### src/rtl/pwm_led_pkg.sv
// pwm_led_pkg: shared duty helpers for the multi-channel LED PWM dimmer.
// Duty values are CNT_W+1 bits wide (0..FULL, FULL = 2^CNT_W). Because the
// width is a parameter of the top, the helpers work on a wide container
// type and the caller casts the result back to its own duty width.
package pwm_led_pkg;

  // Widest supported period counter; wide_t has headroom for CNT_W+2-bit
  // intermediates (step up before saturation) at that width.
  localparam int MAX_CNT_W = 31;

  typedef logic [MAX_CNT_W+1:0] wide_t;

  // FULL duty for a given counter width: output held constantly high.
  function automatic wide_t full_of(input int cnt_w);
    return wide_t'(1) << cnt_w;
  endfunction

  // Clamp a duty value to 0..FULL.
  function automatic wide_t duty_sat(input wide_t v, input int cnt_w);
    return (v > full_of(cnt_w)) ? full_of(cnt_w) : v;
  endfunction

endpackage

### src/rtl/btn_debounce.sv
// btn_debounce: 2-FF synchroniser, stability counter and rising-edge pulse
// for one raw push-button.
// Ports:
//   clk, rst - clock, asynchronous active-high reset
//   raw      - asynchronous button level
//   pulse    - one-cycle pulse when the debounced level rises
module btn_debounce #(
  parameter int DEBOUNCE_CYC = 100000
) (
  input  logic clk,
  input  logic rst,
  input  logic raw,
  output logic pulse
);

  localparam int DW = $clog2(DEBOUNCE_CYC + 1);
  localparam logic [DW-1:0] LIM = DW'(DEBOUNCE_CYC - 1);

  logic [1:0]    sync;
  logic          level;
  logic [DW-1:0] run;

  // run counts consecutive clocks in which the synchronised level differs
  // from the accepted one; any agreement restarts the count. The level is
  // taken on the DEBOUNCE_CYC-th differing clock.
  always_ff @(posedge clk or posedge rst) begin
    if (rst) begin
      sync  <= '0;
      level <= 1'b0;
      run   <= '0;
      pulse <= 1'b0;
    end else begin
      sync  <= {sync[0], raw};
      pulse <= 1'b0;
      if (sync[1] == level) begin
        run <= '0;
      end else if (run == LIM) begin
        level <= sync[1];
        run   <= '0;
        pulse <= sync[1];
      end else begin
        run <= run + DW'(1);
      end
    end
  end

endmodule

### src/rtl/pwm_led_multi.sv
// pwm_led_multi: CHANNELS-output LED PWM dimmer sharing one period counter.
// Each channel has a shadow duty (written by buttons or direct writes) and
// an active duty that is loaded from the shadow on the last counter value,
// so a period is never altered mid-way.
// Optional build macro PWM_LED_FADE_EN: the active duty moves toward the
// shadow by at most FADE_STEP per period instead of jumping.
// Ports:
//   in_clk, in_rst                      - clock, async active-high reset
//   in_przycisk_up / in_przycisk_down   - raw buttons, step shadow[in_sel]
//   in_sel                              - channel for steps and writes
//   in_wr_en / in_wr_data               - direct shadow write (saturated)
//   out_led                             - registered PWM outputs
//   out_period_start                    - pulse while out_led shows cnt == 0
module pwm_led_multi
  import pwm_led_pkg::*;
#(
  parameter  int CNT_W        = 16,
  parameter  int CHANNELS     = 4,
  parameter  int STEP         = 6554,
  parameter  int DEBOUNCE_CYC = 100000,
  parameter  int FADE_STEP    = 256,
  localparam int SEL_W        = (CHANNELS > 1) ? $clog2(CHANNELS) : 1
) (
  input  logic                in_clk,
  input  logic                in_rst,
  input  logic                in_przycisk_up,
  input  logic                in_przycisk_down,
  input  logic [SEL_W-1:0]    in_sel,
  input  logic                in_wr_en,
  input  logic [CNT_W:0]      in_wr_data,
  output logic [CHANNELS-1:0] out_led,
  output logic                out_period_start
);

  typedef logic [CNT_W:0] duty_t;

  localparam logic [CNT_W-1:0] LAST   = '1;
  localparam logic [SEL_W:0]   CH_LIM = (SEL_W + 1)'(CHANNELS);

  if (CHANNELS < 1) begin : g_chk_ch
    $error("CHANNELS must be at least 1");
  end
  if (CNT_W > MAX_CNT_W) begin : g_chk_w
    $error("CNT_W exceeds MAX_CNT_W");
  end
  if (FADE_STEP < 1) begin : g_chk_fade
    $error("FADE_STEP must be at least 1");
  end

  logic [CNT_W-1:0] cnt;
  logic             up_evt, dn_evt;
  logic             sel_ok;
  logic             boundary;
  duty_t            wr_sat;

  btn_debounce #(.DEBOUNCE_CYC(DEBOUNCE_CYC)) u_btn_up (
    .clk(in_clk), .rst(in_rst), .raw(in_przycisk_up), .pulse(up_evt)
  );
  btn_debounce #(.DEBOUNCE_CYC(DEBOUNCE_CYC)) u_btn_dn (
    .clk(in_clk), .rst(in_rst), .raw(in_przycisk_down), .pulse(dn_evt)
  );

  assign sel_ok   = ({1'b0, in_sel} < CH_LIM);
  assign boundary = (cnt == LAST);
  assign wr_sat   = duty_t'(duty_sat(wide_t'(in_wr_data), CNT_W));

  always_ff @(posedge in_clk or posedge in_rst) begin
    if (in_rst) begin
      cnt              <= '0;
      out_period_start <= 1'b0;
    end else begin
      cnt              <= cnt + CNT_W'(1);
      out_period_start <= (cnt == '0);
    end
  end

  for (genvar g = 0; g < CHANNELS; g++) begin : g_ch
    duty_t shadow, active, up_val, dn_val, nxt_act;
    logic  hit;
    logic  led;

    assign hit    = sel_ok && (in_sel == SEL_W'(g));
    assign up_val = duty_t'(duty_sat(wide_t'(shadow) + wide_t'(STEP), CNT_W));
    assign dn_val = (wide_t'(shadow) < wide_t'(STEP)) ? '0
                  : duty_t'(wide_t'(shadow) - wide_t'(STEP));

`ifdef PWM_LED_FADE_EN
    // Move at most FADE_STEP toward the shadow; land exactly on it when closer.
    always_comb begin
      nxt_act = shadow;
      if (wide_t'(shadow) > wide_t'(active) + wide_t'(FADE_STEP))
        nxt_act = duty_t'(wide_t'(active) + wide_t'(FADE_STEP));
      else if (wide_t'(active) > wide_t'(shadow) + wide_t'(FADE_STEP))
        nxt_act = duty_t'(wide_t'(active) - wide_t'(FADE_STEP));
    end
`else
    assign nxt_act = shadow;
`endif

    // Direct write beats a same-cycle step; simultaneous up and down cancel.
    always_ff @(posedge in_clk or posedge in_rst) begin
      if (in_rst) begin
        shadow <= '0;
      end else if (hit) begin
        if (in_wr_en)                shadow <= wr_sat;
        else if (up_evt && !dn_evt)  shadow <= up_val;
        else if (dn_evt && !up_evt)  shadow <= dn_val;
      end
    end

    always_ff @(posedge in_clk or posedge in_rst) begin
      if (in_rst) begin
        active <= '0;
        led    <= 1'b0;
      end else begin
        if (boundary) active <= nxt_act;
        led <= ({1'b0, cnt} < active);
      end
    end

    assign out_led[g] = led;
  end

endmodule
### config.mk
export PLATFORM = sky130hd
export DESIGN_NAME = pwm_led_multi
export DESIGN_NICKNAME = d
export VERILOG_FILES = /design/src/rtl/pwm_led_pkg.sv /design/src/rtl/btn_debounce.sv /design/src/rtl/pwm_led_multi.sv
export SDC_FILE = /design/constraint.sdc
export NUM_CORES = 1
export LEC_CHECK = 0
export CORE_MARGIN = 2
export CORE_UTILIZATION = 30
export DETAILED_ROUTE_END_ITERATION = 6
export PLACE_DENSITY_LB_ADDON = 0.1
export SYNTH_ARGS = -nofsm -noshare
export SYNTH_HDL_FRONTEND = slang
export SYNTH_SLANG_ARGS = --single-unit
### constraint.sdc
create_clock -name in_clk -period 8.36 [get_ports in_clk]
set_clock_uncertainty 0.1 [all_clocks]
set_input_delay 0.836 -clock in_clk [delete_from_list [all_inputs] [get_ports in_clk]]
set_output_delay 0.836 -clock in_clk [all_outputs]
set_load 0.03 [all_outputs]
* Word level (Yosys, flattened, before mapping)
Index checks and enable logic that the tools add are counted.
** Cells by class
- Bitwise gates (word level) :: 2
- Add/sub/neg operators :: 11
- Multiplexer cells :: 29
- Eq/ne operators :: 8
- Order comparisons :: 13
- Reductions and logical operators :: 13
** Operators by type and width (count)
- 17-bit 2-to-1 mux :: 25
- 17-bit by 13-bit adder with 18-bit output (second input constant) :: 4
- 18-bit by 17-bit > comparator with 1-bit output (second input constant) :: 4
- 16-bit by 17-bit less-than comparator with 1-bit output :: 4
- 17-bit by 13-bit less-than comparator with 1-bit output (second input constant) :: 4
- 17-bit by 13-bit subtractor with 17-bit output (second input constant) :: 4
- 17-bit by 1-bit adder with 17-bit output (second input constant) :: 2
- 17-bit == test (second input constant) :: 2
- 17-bit > comparator (second input constant) :: 1
- 16-bit by 1-bit adder with 16-bit output (second input constant) :: 1
- 16-bit == test (second input constant) :: 1
- 16-bit zero test :: 1
- 2-bit AND reduction :: 6
- 2-bit == test (second input constant) :: 2
- 1-bit 2-to-1 mux :: 4
- 3-bit nonzero test :: 1
- 1-bit == test :: 2
- 2-bit by 1-bit == test with 1-bit output (second input constant) :: 1
- 1-bit logical AND :: 2
- 1-bit zero test :: 2
- 2-bit zero test :: 1
- 1-bit NOT :: 2
** Storage, ports and cells
- Register bits :: 199
- Word-level logic and storage cells :: 98

* Logic depth before layout (Yosys ltp)
- Depth after elaboration :: 5
- Mapped depth :: 12
- Depth with buffers taken out :: 10

* Modules after synthesis
Synthesis repeated with hierarchy kept, for this count alone.
** Unflattened totals
- Cell total of the unflattened synthesis :: 1555
- Area, all modules :: 13217.7 um^2
** By module, submodules not included
- pwm_led_multi :: instances 1, area each 11158.2 um^2, cells an instance 1367
- btn_debounce :: instances 2, area each 1029.7 um^2, cells an instance 94

* Worst setup path before layout
OpenSTA, ideal clock, no wires.
- Kind :: register to register
- Start :: register g_ch[3].shadow[1]
- End :: register g_ch[3].shadow[6]
- Library setup time :: 0.133 ns
- Buffers on the path :: 3
- Cell stages (with the launch flop) :: 13
- Path slack :: 5.329 ns
- Arrival :: 2.798 ns
- Cell sequence :: dfrtp_1 clkbuf_1 inv_1 ha_1 and3b_1 o311a_1 o311ai_1 a21o_1 buf_2 clkbuf_1 o21ai_0 a22oi_1 o21ai_0
** Between the ends
- Longest elaborated chain between the ends :: 5
** Ends and longest elaborated chain
- start, declared :: RTL line pwm_led_multi.sv:78 : duty_t shadow, active, up_val, dn_val, nxt_act;
- start signal, assigned :: RTL line pwm_led_multi.sv:105 : if (in_wr_en) shadow <= wr_sat;
- start signal, assigned :: RTL line pwm_led_multi.sv:106 : else if (up_evt && !dn_evt) shadow <= up_val;
- start signal, assigned :: RTL line pwm_led_multi.sv:107 : else if (dn_evt && !up_evt) shadow <= dn_val;
- 17-bit by 13-bit adder with 18-bit output, or another cell as far along :: RTL line pwm_led_multi.sv:83 : assign up_val = duty_t'(duty_sat(wide_t'(shadow) + wide_t'(STEP), CNT_W));
- 18-bit by 17-bit > comparator with 1-bit output / 17-bit 2-to-1 mux (equally long branches) :: RTL line pwm_led_pkg.sv:20, pwm_led_multi.sv:84
- 17-bit 2-to-1 mux (on tied branches) :: RTL line pwm_led_pkg.sv:20, pwm_led_multi.sv:107
- 17-bit 2-to-1 mux * :: RTL line pwm_led_multi.sv:106
- 17-bit 2-to-1 mux * :: RTL line pwm_led_multi.sv:105
Mark *: on every way between the ends. The rest lies on a longest branch, timed or not. The select of a mux whose other input is x is not followed.
A chain may end at the register's enable or synchronous reset.

* Worst setup path after layout
- Start :: register g_ch[3].shadow[1]
- End :: register g_ch[3].shadow[7]
The elaborated chain is that of the path after synthesis.

==> summary.md <==
| Metric | Value |
|---|---|
| Top cell type's share of synthesized area | `37.6%` |
| Fin crit period | `3.63 ns` |
| Most frequent cells after synthesis | `dfrtp_1 (199), nand2_1 (177), o21ai_0 (156)` |
| Crit path max fanout | `9` |
| Total track usage | `18.9%` |
| Post-synth top flop | `dfrtp_1` |
| Cell Pwr Density | `234 nW/um^2` |
| RSZ-0062 raised after global routing | `no` |
| Lkg Pwr | `6.09 nW` |
| H-Tree Depth | `4` |
| Total Wirelength | `42300 um` |
| Setup violators final | `0` |
| CP arrival | `3.96 ns` |
| Filler cells | `4589` |
| Seq/Total Area, Yosys | `37.6%` |
| GP Congestion | `0.825` |
| Synth cell types | `77` |
| Bufs on Longest Clock Path | `2` |
| Drt wl/cell | `19.7 um` |
| Max-slew headroom | `28.8%` |
| Status | `finished clean` |
| Number of post-CTS setup repair buffers | `0` |
| FMAX | `275 MHz` |
| DRT antenna net count | `0` |
| Syn_nets | `1690` |
| Crit. End Element | `flip-flop` |
| Layout area overhead | `9.92%` |
| Max_cap viols | `0` |
| Pwr Total | `0.00341 W` |
| Synth Cell Area | `13200 sq um` |
| Max Transition Viols Final | `0` |
| CP startpoint | `g_ch[3].nxt_act[1]` |
| Share of layout cells above drive strength 1 | `4.69%` |
| Cts hold-fix bufs | `0` |
| Initial core utilization | `30.5%` |
| Worst-skew pair later-pin latency | `0.51 ns` |
| Grt ovf | `0` |
| Crit start category | `flip-flop` |
| Critical path type | `reg2reg` |
| Via count | `11300` |
| Pin count of the biggest net entering global routing | `88` |
| CTS buffer count | `17` |
| Worst R2R Start | `g_ch[3].nxt_act[1]` |
| Worst-margin pin slew | `1.07 ns` |
| Yosys reg bits | `199` |
| Hold Path Class | `reg2reg` |
| Synth Instances | `1594` |
| Yosys top cell by area | `dfrtp_1` |
| First drt pass iteration count | `5` |
| Multi-input gate area | `7430 sq um` |
| Chip Width | `214 um` |
| Io pins | `29` |
| Peak VDD IR | `0.112 mV` |
| Most frequent cell after synthesis | `dfrtp_1` |
| TritonCTS clock tree | `built` |
| Worst-path clk slew | `0.09 ns` |
| EDFF count, synth | `0` |
| Vias in the first global route | `10900` |
| Setup Total Neg Slack | `0 ns` |
| DP Wirelength | `29500 um` |
| Full die area | `45800 sq um` |
| Port-buffer cells | `28` |
| Hold Path Origin | `u_btn_up.sync[0]` |
| Layout Nets | `1641` |
| Number of DRC markers in iteration 0 | `758` |
| Register Area | `4980 sq um` |
| Floorplan row count | `76` |
| Synth top area cells | `dfrtp_1 (38%), ha_1 (6.8%), o21ai_0 (5.9%), nand2_1 (5.0%), xnor2_1 (3.6%)` |
| Hold Vio Cnt, Final | `0` |
| Final worst path period share | `43.5%` |
| Critical Path RT | `8.68 ns` |
| Die span in y | `214 um` |
| Asr flop ratio synth | `100%` |
| Initial antenna violation count | `1` |
| Avg Vias per Cell | `5.26` |
| Residual DRC | `0` |
| YS warnings | `0` |
| Sink Count | `199` |
| # resized after CTS | `0` |
| Core Box Area | `43400 sq um` |
| Syn_area_per_cell | `8.31 sq um` |
| Clock root cell | `clkbuf_16` |
| First-pass GRT wire length | `66700 um` |
[cell families (layout without fill, tap and decap cells)]
group,Yosys count,count (layout),synth area share (%)
and+or+nand+nor,533,533,19.2
AOI/OAI and AO/OA,463,463,22.1
buffers and inverters,212,176,6.38
DFF,199,199,37.6
xor gates and xnor gates,98,98,6.48
adders and majority gates,72,72,6.80
muxes,17,17,1.42
other,0,1,0
[stage by stage]
step / setup slack (ns) / hold WS, ns / utilization, % / cell area [sq um] / instances
2_1_floorplan: 2.00 / 0.231 / - / 13200 / 1594
3_3_place_gp: 4.35 / 0.245 / 32.1 / 13900 / 2111
3_5_place_dp: 4.28 / 0.250 / 32.1 / 13900 / 2111
4_1_cts: 4.77 / 0.273 / 33.6 / 14600 / 2143
5_1_grt: 4.41 / 0.279 / 33.6 / 14600 / 2143
6_report: 4.73 / 0.270 / 33.6 / 14600 / 2144
[layout by cell type, fill, tap and decap left out, types with 25 or more instances in the layout]
cell type	instances
nor3_1	51
nand2_1	177
dfrtp_1	199
xnor2_1	55
xor2_1	43
nor2_1	121
inv_1	102
o21ai_0	155
nand3_1	53
clkdlybuf4s50_1	28
a21oi_1	91
a31oi_1	25
ha_1	72
[path summary, 6_finish.rpt]
path / endpoint / slack, ns / cells past startpoint
max reg2reg: g_ch[3].nxt_act[7] / 4.73 / 9
min in group asynchronous: g_ch[1].led / 0.64 / 2
max: g_ch[3].nxt_act[7] / 4.73 / 9
min reg2reg: u_btn_up.sync[1] / 0.27 / 0
min: u_btn_up.sync[1] / 0.27 / 0
max in group asynchronous: g_ch[2].active[12] / 6.13 / 3
[worst max-delay path, cell delays in order (launching register included)]
cell and delay [ns]:
dfrtp_1 0.51, ha_1 0.32, o311ai_0 0.83, o211ai_1 0.16, o31ai_1 0.11, a32oi_1 0.11, a2111oi_0 0.44, a21o_1 0.26
nand3_1 0.38, o221ai_1 0.33
[routing by layer]
| metal | track usage (%) | wire length, um | vias up |
|---|---|---|---|
| met1 | 25.3 | 19700 | 5479 |
| met5 | 0 | 0 | - |
| met4 | 6.00 | 845 | 0 |
| met3 | 3.80 | 1580 | 36 |
| li1 | - | - | 5561 |
| met2 | 30.6 | 20100 | 204 |
[sequential cells by signal, summed over array words and instances (netlist names)]
register,flops
g_ch.active,68
u_btn_dn.sync,2
cnt,16
u_btn_dn.level,1
u_btn_up.sync,2
u_btn_up.run,17
g_ch.nxt_act,68
u_btn_up.level,1
g_ch.led,4
u_btn_dn.run,17
u_btn_dn.pulse,1
u_btn_up.pulse,1
out_period_start,1
[report_power, final]
part | internal (W) | switching (W)
registers | 0.00107 | 0.000370
clock network | 0.000439 | 0.000477
logic | 0.000446 | 0.000605
total | 0.00195 | 0.00145
[area by class of cell]
cell class	instances	area share [%]
Timing Repair Buffer	40	2.54
Tap cell	585	5.03
Clock buffer	17	2.92
Inverter	104	2.73
Clock inverter	15	1.51
Sequential cell	199	34.2
Multi-Input combinational cell	1183	51.0
Antenna cell	1	0.0172
(Power assumes the default switching activity.)
